`config.mk`:
```
export PLATFORM = sky130hd
export DESIGN_NAME = instr_fetch_unit
export DESIGN_NICKNAME = d
export VERILOG_FILES = /design/src/rtl/instr_fetch_unit.sv
export SDC_FILE = /design/constraint.sdc
export NUM_CORES = 1
export LEC_CHECK = 0
export CAP_MARGIN = 10
export CORE_UTILIZATION = 50
export DETAILED_ROUTE_END_ITERATION = 8
export DONT_BUFFER_PORTS = 1
export PLACE_DENSITY = 0.77
export SYNTH_ARGS = -nofsm -noshare
export SYNTH_HDL_FRONTEND = slang
export SYNTH_SLANG_ARGS = --single-unit
export TNS_END_PERCENT = 5
```
`constraint.sdc`:
```
create_clock -name clk -period 1.8 [get_ports clk]
set_clock_uncertainty 0.1 [all_clocks]
set_input_delay 0.36 -clock clk [delete_from_list [all_inputs] [get_ports clk]]
set_output_delay 0.36 -clock clk [all_outputs]
set_load 0.02 [all_outputs]
```
`src/rtl/instr_fetch_unit.sv`:
```
// Instruction fetch stage: owns the PC, issues one request at a time to a
// variable-latency instruction memory, and holds the returned word until the
// decoder/immediate generator accept it. Redirects from the branch target
// adder replace the PC and squash any fetch already in flight.
module instr_fetch_unit #(
    parameter logic [31:0] RESET_PC = 32'h0000_0000,  // bits [1:0] must be 0
    parameter int          XLEN     = 32               // only 32 supported
) (
    input  logic            clk,
    input  logic            rst_n,
    // instruction memory request/response
    output logic            imem_req,
    output logic [XLEN-1:0] imem_addr,
    input  logic            imem_rvalid,
    input  logic [31:0]     imem_rdata,
    // downstream instruction handoff
    output logic            instr_valid,
    input  logic            instr_ready,
    output logic [31:0]     instr_out,
    output logic [XLEN-1:0] pc_out,
    output logic [XLEN-1:0] pc_plus4,
    // control-flow redirect
    input  logic            redirect,
    input  logic [XLEN-1:0] redirect_pc,
    // statistics
    output logic [31:0]     fetch_count
);

    // Canonical RV32I NOP (addi x0, x0, 0) presented while nothing was fetched.
    localparam logic [31:0]     NOP_INSTR = 32'h0000_0013;
    localparam logic [XLEN-1:0] PC_STEP   = XLEN'(4);

    typedef enum logic [1:0] {
        ST_IDLE  = 2'd0,  // one cycle after reset before the first request
        ST_FETCH = 2'd1,  // request strobe is on the bus this cycle
        ST_WAIT  = 2'd2,  // request outstanding, waiting for imem_rvalid
        ST_HOLD  = 2'd3   // instruction presented, waiting for instr_ready
    } state_t;

    state_t          state;
    state_t          state_next;

    // Architectural fetch pointer: address of the next (or current) request.
    logic [XLEN-1:0] pc;
    logic [XLEN-1:0] pc_next;

    // Set when the outstanding request belongs to a squashed path; its
    // response must be thrown away and the fetch reissued at the new PC.
    logic            drop;
    logic            drop_next;

    // Captured instruction and the address it came from.
    logic [31:0]     instr_q;
    logic [31:0]     instr_next;
    logic [XLEN-1:0] pc_out_q;
    logic [XLEN-1:0] pc_out_next;

    logic [31:0]     count_q;
    logic [31:0]     count_next;

    // Redirect target is always word-aligned regardless of what arrives.
    logic [XLEN-1:0] redirect_target;
    assign redirect_target = {redirect_pc[XLEN-1:2], 2'b00};

    // Decode the handshakes once so the state and datapath logic read alike.
    logic rsp_keep;     // response arrives and is delivered downstream
    logic rsp_discard;  // response arrives but belongs to a squashed path
    logic consume;      // downstream takes the held instruction this cycle

    assign rsp_keep    = (state == ST_WAIT) && imem_rvalid && !drop && !redirect;
    assign rsp_discard = (state == ST_WAIT) && imem_rvalid && (drop || redirect);
    assign consume     = (state == ST_HOLD) && instr_ready;

    // ------------------------------------------------------------------
    // State register.
    // ------------------------------------------------------------------
    // NOTE: sequential state uses non-blocking assignments so every register
    // samples the pre-edge values of the others, independent of block order.
    always_ff @(posedge clk or negedge rst_n) begin
        if (!rst_n) begin
            state <= ST_IDLE;
        end else begin
            state <= state_next;
        end
    end

    // ------------------------------------------------------------------
    // Next-state logic.
    // ------------------------------------------------------------------
    // NOTE: every combinational output gets a default before the case so no
    // path leaves it unassigned, which would otherwise infer a latch.
    always_comb begin
        state_next = state;
        unique case (state)
            ST_IDLE: begin
                state_next = ST_FETCH;
            end
            ST_FETCH: begin
                // The strobe has gone out; a redirect only marks it stale.
                state_next = ST_WAIT;
            end
            ST_WAIT: begin
                if (rsp_keep) begin
                    state_next = ST_HOLD;
                end else if (rsp_discard) begin
                    state_next = ST_FETCH;
                end
            end
            ST_HOLD: begin
                if (redirect || instr_ready) begin
                    state_next = ST_FETCH;
                end
            end
            default: begin
                state_next = ST_IDLE;
            end
        endcase
    end

    // ------------------------------------------------------------------
    // Moore outputs decoded from the state.
    // ------------------------------------------------------------------
    always_comb begin
        imem_req    = (state == ST_FETCH);
        instr_valid = (state == ST_HOLD);
    end

    // ------------------------------------------------------------------
    // Datapath next values: PC, squash flag, captured instruction, counter.
    // ------------------------------------------------------------------
    always_comb begin
        pc_next     = pc;
        drop_next   = drop;
        instr_next  = instr_q;
        pc_out_next = pc_out_q;
        count_next  = count_q;

        unique case (state)
            ST_FETCH: begin
                if (redirect) begin
                    pc_next   = redirect_target;
                    drop_next = 1'b1;
                end
            end
            ST_WAIT: begin
                if (redirect) begin
                    pc_next = redirect_target;
                    // If the response lands in the same cycle it is the stale
                    // one, so nothing remains to be dropped afterwards.
                    drop_next = !imem_rvalid;
                end else if (imem_rvalid) begin
                    if (drop) begin
                        drop_next = 1'b0;
                    end else begin
                        instr_next  = imem_rdata;
                        pc_out_next = pc;
                    end
                end
            end
            ST_HOLD: begin
                if (redirect) begin
                    pc_next = redirect_target;
                end else if (instr_ready) begin
                    pc_next = pc + PC_STEP;
                end
                // A redirect coinciding with instr_ready still hands the
                // instruction over, so it is counted either way.
                if (consume) begin
                    count_next = count_q + 32'd1;
                end
            end
            default: begin
                // ST_IDLE: nothing moves until the first request.
            end
        endcase
    end

    // ------------------------------------------------------------------
    // Datapath registers.
    // ------------------------------------------------------------------
    always_ff @(posedge clk or negedge rst_n) begin
        if (!rst_n) begin
            pc       <= RESET_PC;
            drop     <= 1'b0;
            instr_q  <= NOP_INSTR;
            pc_out_q <= RESET_PC;
            count_q  <= 32'd0;
        end else begin
            pc       <= pc_next;
            drop     <= drop_next;
            instr_q  <= instr_next;
            pc_out_q <= pc_out_next;
            count_q  <= count_next;
        end
    end

    // ------------------------------------------------------------------
    // Output wiring.
    // ------------------------------------------------------------------
    assign imem_addr   = pc;
    assign instr_out   = instr_q;
    assign pc_out      = pc_out_q;
    assign pc_plus4    = pc_out_q + PC_STEP;  // wraps modulo 2^XLEN
    assign fetch_count = count_q;

endmodule

```
==> results.yml, run 1 <==
outcome:
  status: "finished, violations left"
  violations: "hold timing, setup timing"
synthesis:
  synth.area.top_cells: "dfrtp_1, mux2_2, xnor2_1"
  postSynth.asyncResetShare_pct: 100
  syn_area_mm2: 0.00645
  seq_area_frac_synth_pct: 49.3
  synth_cells: 589
  yosysWarnings: 0
  synth_top_area_cell: "dfrtp_1"
  synth-seq-cells: 127
  yosysUniqueCellTypes: 60
  avgSynthCellArea_um2: 10.9
  synth_edf_count: 0
  ys.flop_type: "dfrtp_1"
  synth_top_area_share_pct: 48.1
power_and_ir_drop:
  peakVddDrop_v: 0.000777
  cellPowerDensity_mw_per_mm2: 1620
  leakage_nw: 4.42
  power_mw: 15.2
clock_network:
  cts_tree: "done"
  root_buffer: "clkbuf_16"
  postCtsHoldBufs: 35
  clockBufferDepth: 2
  clk-insertion-delay-late_ns: 0.43
  htreeDepth: 4
  clock_sinks: 127
  cts.clk_slew.worst_paths_ns: 0.06
  cts_inserted_buffers: 17
critical_path:
  path_class: "register to output port"
  ff2ff_path_depth: 7
  cp-startpoint: "pc_out[4]"
  cp-start-kind: "register"
  crit_fanout: 3
  r2r_start: "state[1]"
  cp.required_ns: 1.34
  cp-endpoint: "pc_plus4[26]"
  reg2reg_slack_ns: -0.27
  timing.rr.end: "imem_addr[24]"
  crit_path_end_kind: "output port"
  arrival_ns: 2.15
routing:
  vias_per_cell: 5.80
  drc: 0
  vias: 5615
  avgRoutedWirePerCell_um: 19.8
  drt_first_pass_iters: 5
  routed_wl_um: 19100
  drt_iter0_drc: 277
  drtAntennaViolNets: 0
final_layout:
  drive_gt1_share_pct: 44.3
  fin_cells: 968
  nets: 860
  num_antenna_cells: 0
  area_growth_syn_to_layout_pct: 46.1
  fin_util_pct: 74.6
global_routing:
  gr-total-overflow: 0
  antenna_found_initial: 0
  track_usage_pct: 28.6
  grt_pass1_vias: 5896
  grt_pass1_wl_um: 28900
  grt_max_degree: 128
timing:
  fin_crit_ns: 2.61
  maxSlewViolCount: 0
  fin_crit_sh_pct: 145
  hold_violations: 127
  fmax_mhz: 383
  setup_ws_ns: -0.811
  whs_ns: -0.474
  setup_viol: 92
  grt_setup_unrepaired: "true"
floorplanning:
  die_y_um: 116
  io_pins: 231
  num_rows: 41
  core-area_mm2: 0.0126
  die_area_mm2: 0.0134
  start_util_pct: 51.1
  die_w_um: 116
placed_design:
  dp.cells: 891
  place.port_buffers: 0
  post-place-ws_ns: -0.464
  place_congestion: 0.858
  hpwl_um: 12800
flow_run:
  cap_violations: 0
worst_hold_path:
  hold_class: "input port to async pin"
## where the power goes
| group | leakage (nW) | internal [mW] | switching, mW | total [mW] |
|---|---|---|---|---|
| logic | 2.48 | 2.91 | 3.80 | 6.71 |
| clock network | 0.304 | 2.45 | 1.27 | 3.73 |
| registers | 1.63 | 3.75 | 1.05 | 4.80 |
| total | 4.42 | 9.11 | 6.12 | 15.2 |
## how the worst min path moves through the flow
stage                  to  slack, ns  start  depth (start not counted)
6_report       pc_out[21]      -0.47  rst_n                          0
3_5_place_dp   pc_out[21]      -0.03  rst_n                          0
4_1_cts        pc_out[21]      -0.49  rst_n                          0
5_1_grt        pc_out[21]      -0.48  rst_n                          0
2_1_floorplan        drop      -0.04  rst_n                          0
3_3_place_gp   pc_out[21]      -0.03  rst_n                          0
## layout by cell type (no fill, tap or decap), types with 7 or more instances in the layout
cell,synthesis,layout
xnor2_2,0,8
dlygate4sd3_1,0,35
inv_1,10,9
mux2_2,54,53
buf_4,6,142
and4_1,8,7
clkbuf_16,0,17
and3_1,13,8
nor2_1,37,27
xor2_1,14,12
o21ai_1,6,9
dfrtp_2,0,16
xnor2_1,45,33
o21a_1,7,7
nand3_4,1,7
buf_6,0,14
dfrtp_1,124,108
nand2_1,46,38
o21ai_0,17,13
nand4_1,24,24
nand3_1,37,27
a21oi_1,24,22
mux2_1,8,8
## state kept, by name, indices dropped and copies added (netlist names)
| name | flops |
|---|---|
| drop | 1 |
| fetch_count | 32 |
| imem_addr | 30 |
| instr_out | 32 |
| pc_out | 30 |
| state | 2 |
## cells in the mapped netlist, drive strengths merged, types with 4 or more instances
library cell and number:
a21oi 24, a2bb2oi 4, a31oi 6, and3 13
and4 8, buf 16, clkbuf 9, dfrtp 124
ha 7, inv 11, mux2 62, nand2 47
nand3 40, nand4 25, nor2 38, nor3 12
nor4 7, o21a 7, o21ai 23, o22a 4
o22ai 6, xnor2 45, xor2 14
## what timing repair did
| action | CTS | global route |
|---|---|---|
| pin swaps | 24 | 14 |
| buffers inserted | 7 | 4 |
| hold endpoints to repair | 162 | 127 |
| cloned | 0 | 0 |
| endpoints found under the setup margin | 142 | 137 |
| gates resized for setup | 70 | 44 |
## critical path, cell delays in order, from the launching register on
cell and delay, ns:
dfrtp_2 0.36, and3_4 0.21, buf_6 0.10, nand3_4 0.11, nor4_4 0.36, nand4_1 0.22
xnor2_2 0.36
## cells by family (layout without fill, tap and decap cells)
| family | Yosys count | count (layout) | synth area share (%) |
|---|---|---|---|
| AND/OR/NAND/NOR | 202 | 202 | 18.2 |
| flip-flops | 127 | 127 | 49.3 |
| AO/OA/AOI/OAI | 93 | 93 | 9.26 |
| multiplexers | 64 | 64 | 11.1 |
| XOR/XNOR | 59 | 59 | 8.01 |
| buffers and inverters | 36 | 238 | 2.64 |
| adder cells (fa/ha/maj) | 7 | 7 | 1.36 |
| other | 1 | 6 | 0.0582 |
## stage by stage
| stage | instance area [um^2] | setup TNS (ns) |
|---|---|---|
| floorplan | 6570 | -20.39 |
| global placement | 7830 | -13.27 |
| detailed placement | 7830 | -19.63 |
| CTS | 9160 | -18.14 |
| global route | 9420 | -28.80 |
| finish | 9420 | -18.60 |
## layer usage
metal / GRT usage, % / wire (um) / up-vias
li1: - / - / 2523
met1: 30.8 / 6960 / 2781
met2: 49.8 / 9730 / 264
met4: 15.4 / 645 / 0
met5: 0 / 0 / -
met3: 9.52 / 1790 / 47
## final cells by class
class / instances / area (um^2)
fillers: 841 / 3200
inverters: 11 / 41.3
flip-flops and latches: 127 / 3200
multi-input cells: 431 / 3650
repair buffers: 196 / 1670
clock inverters: 9 / 156
well taps: 172 / 215
clock buffers: 22 / 484
Power figures use the tool's default switching activity.
==> run 2, diff against run 1 <==
--- a/config.mk
+++ b/config.mk
@@ -6,10 +6,12 @@
 export NUM_CORES = 1
 export LEC_CHECK = 0
 export CAP_MARGIN = 10
-export CORE_UTILIZATION = 50
+export CORE_UTILIZATION = 48
+export CTS_CLUSTER_DIAMETER = 60
 export DETAILED_ROUTE_END_ITERATION = 8
 export DONT_BUFFER_PORTS = 1
-export PLACE_DENSITY = 0.77
+export PLACE_DENSITY = 0.74
+export SLEW_MARGIN = 10
 export SYNTH_ARGS = -nofsm -noshare
 export SYNTH_HDL_FRONTEND = slang
 export SYNTH_SLANG_ARGS = --single-unit
==> results.yml, run 2 (synthesis results as in run 1) <==
clock_network:
  clk-insertion-delay-late_ns: 0.42
  cts_inserted_buffers: 17
  root_buffer: "clkbuf_16"
  cts.clk_slew.worst_paths_ns: 0.06
  cts_tree: "done"
  htreeDepth: 4
  clockBufferDepth: 2
  clock_sinks: 127
timing:
  whs_ns: -0.461
  setup_ws_ns: -0.812
  fin_crit_ns: 2.61
  grt_setup_unrepaired: "true"
  fin_crit_sh_pct: 145
  hold_violations: 127
  setup_viol: 123
  setup_tns_ns: -22.64
  maxSlewViolCount: 0
  fmax_mhz: 383
power_and_ir_drop:
  cellPowerDensity_mw_per_mm2: 1630
  leakage_nw: 4.42
  peakVddDrop_v: 0.000854
worst_hold_path:
  hold_class: "input port to async pin"
critical_path:
  crit_chain: "and3_4 -> nand4_1 -> buf_4 -> nor4_4 -> buf_6 -> nand4_1 -> xnor2_2"
  crit_path_frequent_cell: "nand4_1"
  crit_fanout: 4
  r2r_start: "state[1]"
  reg2reg_slack_ns: -0.25
  arrival_ns: 2.15
  cp-start-kind: "register"
  ff2ff_path_depth: 6
  path_class: "register to output port"
  crit_family: "simple AND/OR/NAND/NOR gates"
  crit_path_end_kind: "output port"
  path_buf_inv: 2
  cp.required_ns: 1.34
  critPathSlowestCell: "dfrtp_2"
  slowest_delay_ns: 0.38
  timing.rr.end: "imem_addr[29]"
final_layout:
  area_growth_syn_to_layout_pct: 46.3
  final_common_cell: "buf_4"
  nets: 863
  num_antenna_cells: 0
  drive_gt1_share_pct: 43.3
  n_fill_cell: 844
  mostFrequentLayoutCells: "buf_4, dfrtp_1, mux2_2"
floorplanning:
  core-area_mm2: 0.0129
  io_pins: 231
  num_rows: 41
  die_area_mm2: 0.0139
  start_util_pct: 50.1
  die_w_um: 118
  die_y_um: 118
placed_design:
  place.port_buffers: 0
  hpwl_um: 13100
  place_congestion: 0.873
  post-place-ws_ns: -0.375
global_routing:
  grt_pass1_wl_um: 30100
  grt_max_degree: 128
  antenna_found_initial: 0
  track_usage_pct: 27.6
  grt_pass1_vias: 5861
  gr-total-overflow: 0
outcome:
  status: "finished, violations left"
  violations: "hold timing, setup timing"
flow_run:
  cap_violations: 0
routing:
  drtAntennaViolNets: 0
  drt_iter0_drc: 311
  highest_layer: "met4"
  met3_length_um: 1710
  vias: 5623
  routed_wl_um: 18900
  avgRoutedWirePerCell_um: 19.4
  drc: 0
  vias_per_cell: 5.78
  drt_first_pass_iters: 4
  wl_met1_um: 7170
  wl_met2_um: 9460
[run 2: layer usage]
metal | global-route usage (%) | up-vias
met1 | 32.0 | 2766
met3 | 9.74 | 42
met4 | 11.4 | 0
met5 | 0 | -
li1 | - | 2525
met2 | 46.4 | 290
[run 2: worst reg2reg max path, cell delays in order, from the launching register on]
cell and delay (ns):
dfrtp_2 0.42, inv_2 0.05, ha_1 0.31, o21a_1 0.20
or2_4 0.31, or4_1 0.49, nand4_1 0.10
[run 2: repair_timing]
action / 4_1_cts / 5_1_grt
pin swaps: 23 / 9
cloned: 0 / 0
hold buffers: 33 / 1
endpoints found under the hold margin: 160 / 128
gates resized for setup: 72 / 34
setup buffers: 4 / 2
endpoints found under the setup margin: 144 / 143
[run 2: how the worst max path moves through the flow]
stage	from	cells after the start	end	slack, ns
floorplan	pc_out[4]	5	pc_plus4[29]	-0.36
global placement	pc_out[5]	7	pc_plus4[25]	-0.32
detailed placement	pc_out[9]	6	pc_plus4[29]	-0.38
CTS	pc_out[5]	7	pc_plus4[29]	-0.74
global route	pc_out[4]	7	pc_plus4[29]	-0.85
finish	pc_out[4]	7	pc_plus4[29]	-0.81
[run 2: final cells by class]
class | instances | area [um^2] | area share, %
Sequential cell | 127 | 3200 | 34.0
Inverter | 11 | 41.3 | 0.438
Clock inverter | 12 | 204 | 2.16
Timing Repair Buffer | 199 | 1730 | 18.4
Multi-Input combinational cell | 431 | 3570 | 37.8
Tap cell | 172 | 215 | 2.28
Clock buffer | 20 | 467 | 4.95
[run 2: report_power, final]
group | leakage (nW) | switching (mW) | internal [mW] | total [mW]
clock | 0.320 | 1.29 | 2.58 | 3.87
sequential | 1.63 | 1.02 | 3.75 | 4.77
combinational | 2.46 | 3.78 | 2.96 | 6.73
total | 4.42 | 6.09 | 9.29 | 15.4
[run 2: through the flow]
stage | cell area (um^2) | utilization (%) | hold WS [ns] | power [mW] | std cells
2_1_floorplan | 6570 | - | -0.0356 | 8.31 | 594
3_3_place_gp | 7920 | 61.5 | -0.0323 | 10.6 | 901
3_5_place_dp | 7920 | 61.5 | -0.0324 | 10.8 | 901
4_1_cts | 9250 | 71.8 | -0.474 | 15.1 | 970
5_1_grt | 9430 | 73.3 | -0.481 | 16.1 | 972
6_report | 9430 | 73.3 | -0.461 | 15.4 | 972
==> run 3, diff against run 2 <==
--- a/config.mk
+++ b/config.mk
@@ -5,12 +5,14 @@
 export SDC_FILE = /design/constraint.sdc
 export NUM_CORES = 1
 export LEC_CHECK = 0
+export ABC_CLOCK_PERIOD_IN_PS = 1800
 export CAP_MARGIN = 10
 export CORE_UTILIZATION = 48
 export CTS_CLUSTER_DIAMETER = 60
 export DETAILED_ROUTE_END_ITERATION = 8
 export DONT_BUFFER_PORTS = 1
 export PLACE_DENSITY = 0.74
+export RECOVER_POWER = 50
 export SLEW_MARGIN = 10
 export SYNTH_ARGS = -nofsm -noshare
 export SYNTH_HDL_FRONTEND = slang
==> results of run 3 <==
Same layout as run 2: the final DEF is identical, and so are final timing and power.
